### config.mk
export PLATFORM = sky130hd
export DESIGN_NAME = riscv_regfile_sb_flat
export DESIGN_NICKNAME = d
export VERILOG_FILES = /design/src/rtl/riscv_regfile_pkg.sv /design/src/rtl/riscv_regfile_sb_if.sv /design/src/rtl/riscv_regfile_scoreboard.sv /design/src/rtl/riscv_regfile_sb.sv /design/src/flat_wrapper.sv
export SDC_FILE = /design/constraint.sdc
export NUM_CORES = 2
export LEC_CHECK = 0
export CAP_MARGIN = 20
export CORE_MARGIN = 5
export CORE_UTILIZATION = 55
export CTS_BUF_LIST = sky130_fd_sc_hd__clkbuf_8 sky130_fd_sc_hd__clkbuf_16
export DETAILED_ROUTE_END_ITERATION = 12
export PLACE_DENSITY = 0.72
export SLEW_MARGIN = 20
export SYNTH_ARGS = -nofsm -noshare
export SYNTH_HDL_FRONTEND = slang
export SYNTH_SLANG_ARGS = --single-unit
### constraint.sdc
create_clock -name clk_i -period 6.7 [get_ports clk_i]
set_input_delay 1.675 -clock clk_i [delete_from_list [all_inputs] [get_ports clk_i]]
set_output_delay 1.675 -clock clk_i [all_outputs]
set_load 0.05 [all_outputs]
### src/rtl/riscv_regfile_pkg.sv
// Shared constants and helpers for the parametrised RISC-V register file.
package riscv_regfile_pkg;

   // Architectural register names used by decode and the bench
   localparam int REG_ZERO = 0;
   localparam int REG_RA   = 1;
   localparam int REG_SP   = 2;

   // Legal register counts: full RV32I file or the reduced RV32E file
   localparam int NUM_REGS_RV32I = 32;
   localparam int NUM_REGS_RV32E = 16;

   // Low bit of port p inside a flattened multi-port vector
   function automatic int slice_lo(input int port, input int width);
      return port * width;
   endfunction

endpackage

### src/rtl/riscv_regfile_sb_if.sv
// Decode/issue and writeback signals of the register file, bundled for port lists.
interface riscv_regfile_sb_if #(
   parameter int XLEN         = 32,
   parameter int NUM_REGS     = 32,
   parameter int NUM_RD_PORTS = 2
);
   localparam int AW = $clog2(NUM_REGS);

   logic                         wr_en_i;
   logic [AW-1:0]                wr_addr_i;
   logic [XLEN-1:0]              wr_data_i;
   logic [NUM_RD_PORTS*AW-1:0]   rd_addr_i;
   logic [NUM_RD_PORTS*XLEN-1:0] rd_data_o;
   logic [NUM_RD_PORTS-1:0]      rd_busy_o;
   logic                         issue_valid_i;
   logic [AW-1:0]                issue_rd_i;
   logic                         issue_ready_o;
   logic [AW:0]                  pending_cnt_o;

   // Pipeline side: decode/issue and writeback drive requests, sample results
   modport master (
      output wr_en_i, wr_addr_i, wr_data_i, rd_addr_i, issue_valid_i, issue_rd_i,
      input  rd_data_o, rd_busy_o, issue_ready_o, pending_cnt_o
   );

   // Register file side
   modport slave (
      input  wr_en_i, wr_addr_i, wr_data_i, rd_addr_i, issue_valid_i, issue_rd_i,
      output rd_data_o, rd_busy_o, issue_ready_o, pending_cnt_o
   );
endinterface

### src/rtl/riscv_regfile_scoreboard.sv
// Per-register busy tracking: set on issue, clear on writeback, set wins on a tie.
module riscv_regfile_scoreboard
   import riscv_regfile_pkg::*;
#(
   parameter int NUM_REGS     = 32,
   parameter int NUM_RD_PORTS = 2,
   parameter int BYPASS       = 1,
   localparam int AW          = $clog2(NUM_REGS)
) (
   input  logic                       clk_i,
   input  logic                       rst_ni,
   input  logic                       wr_en,
   input  logic [AW-1:0]              wr_addr,
   input  logic                       issue_valid,
   input  logic [AW-1:0]              issue_rd,
   input  logic [NUM_RD_PORTS*AW-1:0] rd_addr,
   output logic [NUM_RD_PORTS-1:0]    rd_busy,
   output logic                       issue_ready,
   output logic [AW:0]                pending_cnt
);

   localparam logic BYP_EN = (BYPASS != 0);

   logic [NUM_REGS-1:0] busy_q;
   logic [NUM_REGS-1:0] busy_d;
   logic [AW:0]         pending_cnt_q;
   logic                wr_hit;
   logic                issue_fire;

   assign wr_hit     = wr_en && (wr_addr != AW'(REG_ZERO));
   assign issue_fire = issue_valid && issue_ready && (issue_rd != AW'(REG_ZERO));

   // A writeback to the issuing register frees the slot this cycle, so WAW stalls only
   // against a write that is still outstanding.
   assign issue_ready = (issue_rd == AW'(REG_ZERO)) || !busy_q[issue_rd]
                        || (wr_en && (wr_addr == issue_rd));

   // Next busy vector: clear first, then set, so a same-cycle issue keeps the flag
   always_comb begin
      // NOTE: default the whole vector first so no path leaves it unassigned (no latch).
      busy_d = busy_q;
      if (wr_hit)
         busy_d[wr_addr] = 1'b0;
      if (issue_fire)
         busy_d[issue_rd] = 1'b1;
   end

   // Busy flags and their registered population count
   always_ff @(posedge clk_i or negedge rst_ni) begin
      if (!rst_ni) begin
         busy_q        <= '0;
         pending_cnt_q <= '0;
      end else begin
         // NOTE: sequential state uses non-blocking assignments so every flop samples
         // the pre-edge values regardless of statement order.
         busy_q        <= busy_d;
         pending_cnt_q <= (AW+1)'($countones(busy_d));
      end
   end

   assign pending_cnt = pending_cnt_q;

   // Per-port hazard lookup; a bypassed writeback hides the flag it is about to clear
   always_comb begin
      rd_busy = '0;
      for (int p = 0; p < NUM_RD_PORTS; p++) begin
         rd_busy[p] = busy_q[rd_addr[slice_lo(p, AW) +: AW]]
                      && !(BYP_EN && wr_en && (wr_addr == rd_addr[slice_lo(p, AW) +: AW]));
      end
   end

endmodule

### src/rtl/riscv_regfile_sb.sv
// Parametrised integer register file with write-to-read bypass and a hazard scoreboard.
module riscv_regfile_sb
   import riscv_regfile_pkg::*;
#(
   parameter int XLEN         = 32,
   parameter int NUM_REGS     = 32,
   parameter int NUM_RD_PORTS = 2,
   parameter int BYPASS       = 1
) (
   input  logic               clk_i,
   input  logic               rst_ni,
   riscv_regfile_sb_if.slave  bus
);

   localparam int AW = $clog2(NUM_REGS);

   if (NUM_REGS != NUM_REGS_RV32I && NUM_REGS != NUM_REGS_RV32E) begin : g_bad_num_regs
      $error("riscv_regfile_sb: NUM_REGS must be 16 or 32");
   end
   if (NUM_RD_PORTS < 1 || NUM_RD_PORTS > 4) begin : g_bad_rd_ports
      $error("riscv_regfile_sb: NUM_RD_PORTS must be in 1..4");
   end

   // x0 is hard-wired, so storage starts at x1
   logic [XLEN-1:0]              regs_q [1:NUM_REGS-1];
   logic [NUM_RD_PORTS*XLEN-1:0] rd_data;
   logic                         wr_hit;
   logic                         byp_en;

   assign wr_hit = bus.wr_en_i && (bus.wr_addr_i != AW'(REG_ZERO));
   // Forwarding is suppressed while in reset so reads show the cleared array
   assign byp_en = (BYPASS != 0) && rst_ni && bus.wr_en_i;

   // Data array: cleared by reset, one writeback per cycle
   always_ff @(posedge clk_i or negedge rst_ni) begin
      if (!rst_ni) begin
         // NOTE: the array is reset because software may read any register before
         // writing it and must see zero; this forces flops rather than RAM macros.
         for (int i = 1; i < NUM_REGS; i++)
            regs_q[i] <= '0;
      end else if (wr_hit) begin
         regs_q[bus.wr_addr_i] <= bus.wr_data_i;
      end
   end

   // Read muxes: x0 returns zero, a same-cycle write to the address is forwarded
   always_comb begin
      rd_data = '0;
      for (int p = 0; p < NUM_RD_PORTS; p++) begin
         if (bus.rd_addr_i[slice_lo(p, AW) +: AW] != AW'(REG_ZERO)) begin
            if (byp_en && (bus.wr_addr_i == bus.rd_addr_i[slice_lo(p, AW) +: AW]))
               rd_data[slice_lo(p, XLEN) +: XLEN] = bus.wr_data_i;
            else
               rd_data[slice_lo(p, XLEN) +: XLEN] = regs_q[bus.rd_addr_i[slice_lo(p, AW) +: AW]];
         end
      end
   end

   assign bus.rd_data_o = rd_data;

   riscv_regfile_scoreboard #(
      .NUM_REGS     (NUM_REGS),
      .NUM_RD_PORTS (NUM_RD_PORTS),
      .BYPASS       (BYPASS)
   ) u_scoreboard (
      .clk_i        (clk_i),
      .rst_ni       (rst_ni),
      .wr_en        (bus.wr_en_i),
      .wr_addr      (bus.wr_addr_i),
      .issue_valid  (bus.issue_valid_i),
      .issue_rd     (bus.issue_rd_i),
      .rd_addr      (bus.rd_addr_i),
      .rd_busy      (bus.rd_busy_o),
      .issue_ready  (bus.issue_ready_o),
      .pending_cnt  (bus.pending_cnt_o)
   );

endmodule

### src/flat_wrapper.sv
// flat-port wrapper written by rule: the top's interface ports become plain ports
module riscv_regfile_sb_flat import riscv_regfile_pkg::*;
#(
   parameter int XLEN         = 32,
   parameter int NUM_REGS     = 32,
   parameter int NUM_RD_PORTS = 2,
   parameter int BYPASS       = 1
)
  (clk_i, rst_ni, bus_wr_en_i, bus_wr_addr_i, bus_wr_data_i, bus_rd_addr_i, bus_issue_valid_i, bus_issue_rd_i, bus_rd_data_o, bus_rd_busy_o, bus_issue_ready_o, bus_pending_cnt_o);
  riscv_regfile_sb_if #(.XLEN(XLEN), .NUM_REGS(NUM_REGS), .NUM_RD_PORTS(NUM_RD_PORTS)) bus_i ();
  input  logic clk_i;
  input  logic rst_ni;
  input wire logic [$bits(bus_i.wr_en_i)-1:0] bus_wr_en_i;
  input wire logic [$bits(bus_i.wr_addr_i)-1:0] bus_wr_addr_i;
  input wire logic [$bits(bus_i.wr_data_i)-1:0] bus_wr_data_i;
  input wire logic [$bits(bus_i.rd_addr_i)-1:0] bus_rd_addr_i;
  input wire logic [$bits(bus_i.issue_valid_i)-1:0] bus_issue_valid_i;
  input wire logic [$bits(bus_i.issue_rd_i)-1:0] bus_issue_rd_i;
  output wire logic [$bits(bus_i.rd_data_o)-1:0] bus_rd_data_o;
  output wire logic [$bits(bus_i.rd_busy_o)-1:0] bus_rd_busy_o;
  output wire logic [$bits(bus_i.issue_ready_o)-1:0] bus_issue_ready_o;
  output wire logic [$bits(bus_i.pending_cnt_o)-1:0] bus_pending_cnt_o;
  assign bus_i.wr_en_i = bus_wr_en_i;
  assign bus_i.wr_addr_i = bus_wr_addr_i;
  assign bus_i.wr_data_i = bus_wr_data_i;
  assign bus_i.rd_addr_i = bus_rd_addr_i;
  assign bus_i.issue_valid_i = bus_issue_valid_i;
  assign bus_i.issue_rd_i = bus_issue_rd_i;
  assign bus_rd_data_o = bus_i.rd_data_o;
  assign bus_rd_busy_o = bus_i.rd_busy_o;
  assign bus_issue_ready_o = bus_i.issue_ready_o;
  assign bus_pending_cnt_o = bus_i.pending_cnt_o;
  riscv_regfile_sb #(.XLEN(XLEN), .NUM_REGS(NUM_REGS), .NUM_RD_PORTS(NUM_RD_PORTS), .BYPASS(BYPASS)) u_core (.clk_i(clk_i), .rst_ni(rst_ni), .bus(bus_i));
endmodule
* After elaboration in Yosys (flattened, before gate mapping) *
Cells that the tools add are included.

word-level totals
  register bits = 1030
  input port bits = 56
  output and inout port bits = 73
  logic and storage cells = 132

operators by class
  $add $sub $neg = 31
  $lt $le $gt $ge = 10
  equality and inequality tests = 3
  mux-type cells = 25
  bitwise logic cells = 6
  reductions and logical operators = 24

operators by type and width
  cell                  count
  $bwmux W992           1
  $mux W32              11
  $bmux W32 S5          2
  $demux W32 S5         1
  $add A1 B1 Y2         16
  $and A32 B32 Y32      1
  $not A32 Y32          1
  $or A32 B32 Y32       1
  $add A2 B2 Y3         8
  $lt A5 B6 Y1 const B  4
  $reduce_bool A5 Y1    4
  $ge A6 B6 Y1 const B  3
  $not A5 Y6            3
  $add A3 B3 Y4         4
  $bmux W1 S5           3
  $eq A5 B5 Y1          3
  $logic_and A1 B1 Y1   14
  $add A4 B4 Y5         2
  $demux W1 S5          2
  $ge A5 B1 Y1 const B  2
  $add A5 B5 Y6         1
  $lt A6 B1 Y1 const B  1
  $logic_not A5 Y1      1
  $mux W1               5
  other kinds (2)       5

* Logic depth before layout (Yosys ltp) *
  depth in word-level cells = 14
  mapped depth = 23
  mapped depth without buffers = 21

* Hierarchy *
Synthesis repeated with hierarchy kept, for this count alone.

unflattened totals
  cell total of the unflattened synthesis = 3966
  area, all modules = 56523.0 µm²

modules (own cells, without submodules)
  module                    times used  cells an instance  area each (µm²)  sequential area each (µm²)
  riscv_regfile_sb          1           3643               53027.1          24823.8
  riscv_regfile_scoreboard  1           323                3495.9           950.9

* Worst setup path before layout *
Ideal clock, no wire load.

  kind = input to register
  start point = in bus_issue_rd_i[0]
  end point = reg u_core.u_scoreboard.pending_cnt_q[4], in the netlist u_core.u_scoreboard.pending_cnt[4]
  setup time = 0.080 ns
  arrival = 7.378 ns
  required time = 6.620 ns
  setup slack = -0.758 ns
  stages on the path = 20
  path buffers = 4
  path through = buf_2 -> buf_4 -> mux2_2 -> a221oi_1 -> a31o_1 -> buf_4 -> buf_4 -> a32oi_1 -> fa_1 -> fa_1 -> fa_1 -> fa_1 -> fa_1 -> inv_1 -> fa_1 -> ha_1 -> fa_1 -> a21o_1 -> a21oi_1 -> xnor2_1

between the ends
  longest elaborated chain between the ends = 13

ends and longest elaborated chain
  what                                                                  line                            RTL
  from (decl)                                                           flat_wrapper.sv:18              input wire logic [$bits(bus_i.issue_rd_i)-1:0] bus_issue_rd_i;
  parallel branches: the longest is 7 deep, another holds $lt A5 B6 Y1  n/a
  $mux W32 *                                                            riscv_regfile_scoreboard.sv:44  if (issue_fire)
  $add A1 B1 Y2 (not written as such)                                   riscv_regfile_scoreboard.sv:57  pending_cnt_q <= (AW+1)'($countones(busy_d));
  $add A2 B2 Y3 (not written as such)                                   riscv_regfile_scoreboard.sv:57
  $add A3 B3 Y4 (not written as such)                                   riscv_regfile_scoreboard.sv:57
  $add A4 B4 Y5 (not written as such)                                   riscv_regfile_scoreboard.sv:57
  $add A5 B5 Y6 (not written as such) *                                 riscv_regfile_scoreboard.sv:57
  to (signal assigned)                                                  riscv_regfile_scoreboard.sv:57
  to (decl)                                                             riscv_regfile_scoreboard.sv:26  logic [AW:0] pending_cnt_q;

Every way passes the cells marked *. The select of a mux whose other input is x is not followed.
A chain may end at the register's enable or synchronous reset.

* Worst setup path after layout *
  start point = in bus_wr_en_i
  end point = reg u_core.u_scoreboard.pending_cnt_q[4], in the netlist u_core.u_scoreboard.pending_cnt[4]

between the ends
  longest elaborated chain between the ends = 10

ends and longest elaborated chain
  what                                   line                            RTL
  from (decl)                            flat_wrapper.sv:13              input wire logic [$bits(bus_i.wr_en_i)-1:0] bus_wr_en_i;
  $logic_and A1 B1 Y1                    riscv_regfile_scoreboard.sv:36  || (wr_en && (wr_addr == issue_rd));
  $logic_or A1 B1 Y1                     riscv_regfile_scoreboard.sv:36
  $logic_and A1 B1 Y1 (2 in series)      riscv_regfile_scoreboard.sv:31  assign issue_fire = issue_valid && issue_ready && (issue_rd != AW'(REG_ZERO));
  $mux W32 *                             riscv_regfile_scoreboard.sv:44
  via u_core.u_scoreboard.busy_d[1]      riscv_regfile_scoreboard.sv:25  logic [NUM_REGS-1:0] busy_d;
  $add A1 B1 Y2 (not written as such) *  riscv_regfile_scoreboard.sv:57
  $add A2 B2 Y3 (not written as such) *  riscv_regfile_scoreboard.sv:57
  $add A3 B3 Y4 (not written as such) *  riscv_regfile_scoreboard.sv:57
  $add A4 B4 Y5 (not written as such) *  riscv_regfile_scoreboard.sv:57
  $add A5 B5 Y6 (not written as such) *  riscv_regfile_scoreboard.sv:57

Mark *: on every way through the listed nets, which the timed path passes. The rest lies on a longest branch.

==> run metrics <==
DRC=0; Clock Sink Count=1030; initial antenna violation count=9; area grow syn2layout=14.7%; worst slew pin tran=1.25 ns; Post-Synthesis Cells=4046; Worst path max stage delay=0.56 ns; Crit Path Class=in2reg; 1st-iter DRT viols=4968; post-layout util=63.5%; vias in the first global route=40.9k; most frequent cells in the layout=mux2_2, dfrtp_1, mux4_2; Hold Vio Cnt, Final=0; commonest non-fill, non-tap cell in the layout=mux2_2; slew margin rel.=16.6%; YS warnings=0; class of the worst hold path=reg2reg; Via density=7.12; routability cong.=0.917; CP top delay family=adder cells; register area share after synthesis=44.9%; die height=333 um; Placed Cells=5407; die width=333 um; library cells used by synthesis=63; RSZ-0062 raised after global routing=yes; Core ar.=0.104 mm^2; Post-Synthesis Cell Area=0.0574 mm^2; power per cell area=349 mW/mm^2; maximum vdd ir drop=0.804 mV; level count of the clock H-tree=3; Final Cell Area=0.0659 mm^2; Total Wirelength=191000 um; Critical Path Sink Type=flip-flop; std cell rows=118; fin crit share=99.9%; first-pass GRT wire length=283000 um; starting density of the core=55.4%; CP Data Required Time=7.30 ns; PnR Total Power=23.0 mW; top fanout value on the critical path=6; Avg Cell Area, Syn=14.2 um^2; critical path's slowest cell=fa_1; Clock Latency Late Sink=0.69 ns; layout net count=4239; CTS max path bufs=3; Synth top area share=44.9%; number of synthesized flops with an enable pin=0; fin. max-slew vios=0; Post-Syn Nets=4133; grt ovf=0; largest net degree at the start of global routing=186; detailed placement HPWL=116000 um; Leak=28.6 nW; CP startpoint kind=input pin; Post-synth ARST share=100%; fin cells=5622; Setup Skew=0.0156 ns; drt wl/cell=34.1 um; Max-cap violations=0; Hold-fix buffers, CTS=0; Vias=40.0k; Placed Area=0.0618 mm^2; TritonCTS clock tree=built; fillcell total=7692; CTS clk-pin slew, worst paths=0.06 ns; Final min period=6.69 ns; first drt pass iteration count=6; PortBufs=128; Final ANT Viol Nets=0; Total GRT Usage=34.1%; clk root buf=clkbuf_16; register bit total from synthesis=1030; area leader, netlist=dfrtp_1; CTS buffer count=110; Total Die Area=0.111 mm^2; # setup viols final=0; Synth Flop Type=dfrtp_1; CP bufs+invs=4; Most common cell on crit path=fa_1; I/O pins=129; cell chain of the critical path=clkdlybuf4s50_1 > and3_1 > a21o_1 > a31o_4 > buf_12 > a32o_2 > fa_1 > inv_2 > fa_1 > fa_1 > fa_1 > fa_1 > inv_2 > fa_2 > ha_4 > fa_2 > a21o_1 > a21oi_2 > xnor2_1; status=finished, final reports clean; share of cells above drive strength 1=52.5%; Area contributors post-synth=dfrtp_1, mux2_2, mux4_2; Worst EP arrival=7.30 ns; Fmax=149 MHz
## sequential cells by signal (all words and copies together) (netlist names)
signal	cells
u_core.regs_q	992
u_core.u_scoreboard.busy_q	32
u_core.u_scoreboard.pending_cnt	6
## where the power goes
part	switching, mW	total, mW	internal [mW]	leakage [nW]
Combinational	3.57	7.94	4.37	13.4
Sequential	1.02	8.55	7.53	13.2
Clock	2.63	6.46	3.84	1.99
## synth_stat cells, types with 38 or more instances
| library cell | number |
|---|---|
| mux2i_1 | 108 |
| buf_2 | 162 |
| mux4_2 | 394 |
| nand2_1 | 53 |
| a221oi_1 | 56 |
| a22oi_1 | 81 |
| o22ai_1 | 58 |
| a21oi_1 | 47 |
| mux2_2 | 1175 |
| dfrtp_1 | 1030 |
| buf_4 | 61 |
| o21ai_0 | 73 |
| nor3_1 | 38 |
| clkbuf_1 | 181 |
| nor2_1 | 79 |
## path summary, 6_finish.rpt
kind	to	slack [ns]	cells past startpoint	from
max reg2reg	u_core.u_scoreboard.pending_cnt[4]$_DFF_PN0_	0.72	18	u_core.u_scoreboard.busy_q[9]$_DFF_PN0_
max in group asynchronous	u_core.regs_q[69]$_DFFE_PN0P_	2.96	4	rst_ni
min reg2reg	u_core.regs_q[524]$_DFFE_PN0P_	0.52	1	u_core.regs_q[524]$_DFFE_PN0P_
max	u_core.u_scoreboard.pending_cnt[4]$_DFF_PN0_	0.006	19	bus_wr_en_i
min	u_core.regs_q[524]$_DFFE_PN0P_	0.52	1	u_core.regs_q[524]$_DFFE_PN0P_
min in group asynchronous	u_core.regs_q[473]$_DFFE_PN0P_	0.95	1	rst_ni
## metal layers
layer	wire, um	vias up	global-route usage (%)
met5	79	-	0
met4	10600	12	16.1
met3	17800	594	7.15
met2	89000	2221	53.2
met1	73900	21309	46.4
li1	-	15873	-
## metrics by stage
stage / worst slack, ns / hold WS [ns] / setup TNS (ns)
2_1_floorplan: -0.386 / 0.489 / -1.18
3_3_place_gp: -1.13 / 0.500 / -5.64
3_5_place_dp: -1.23 / 0.510 / -6.02
4_1_cts: -0.0906 / 0.524 / -0.122
5_1_grt: -0.117 / 0.531 / -0.233
6_report: 0.00604 / 0.524 / 0
## logic make-up (layout without fill, tap and decap cells)
| family | after synthesis | in the layout | synth area share [%] |
|---|---|---|---|
| AO/OA/AOI/OAI | 511 | 511 | 6.61 |
| XOR/XNOR | 18 | 18 | 0.275 |
| adder cells (fa/ha/maj) | 31 | 31 | 0.990 |
| buffers and inverters | 467 | 662 | 3.93 |
| flip-flops | 1030 | 1030 | 44.9 |
| multiplexers | 1679 | 1679 | 40.5 |
| other | 0 | 1 | 0 |
| AND/OR/NAND/NOR | 310 | 310 | 2.82 |
## what timing repair did
item / CTS / global route
resized for setup: 45 / 18
endpoints found under the setup margin: 5 / 5
gates cloned: 2 / 0
pin swaps: 32 / 28
setup buffers: 9 / 3
## layout make-up
cell class	count	area (um^2)	area share, %
antenna	1	2.50	0.00380
clock inverter	66	692	1.05
clock buffer	135	3140	4.77
sequential	1030	25800	39.1
multi-input combinational	2549	29800	45.2
inverter	31	116	0.177
timing repair buffer	430	4620	7.02
tap	1380	1730	2.62
No activity file was read; power rests on OpenSTA's default activity.
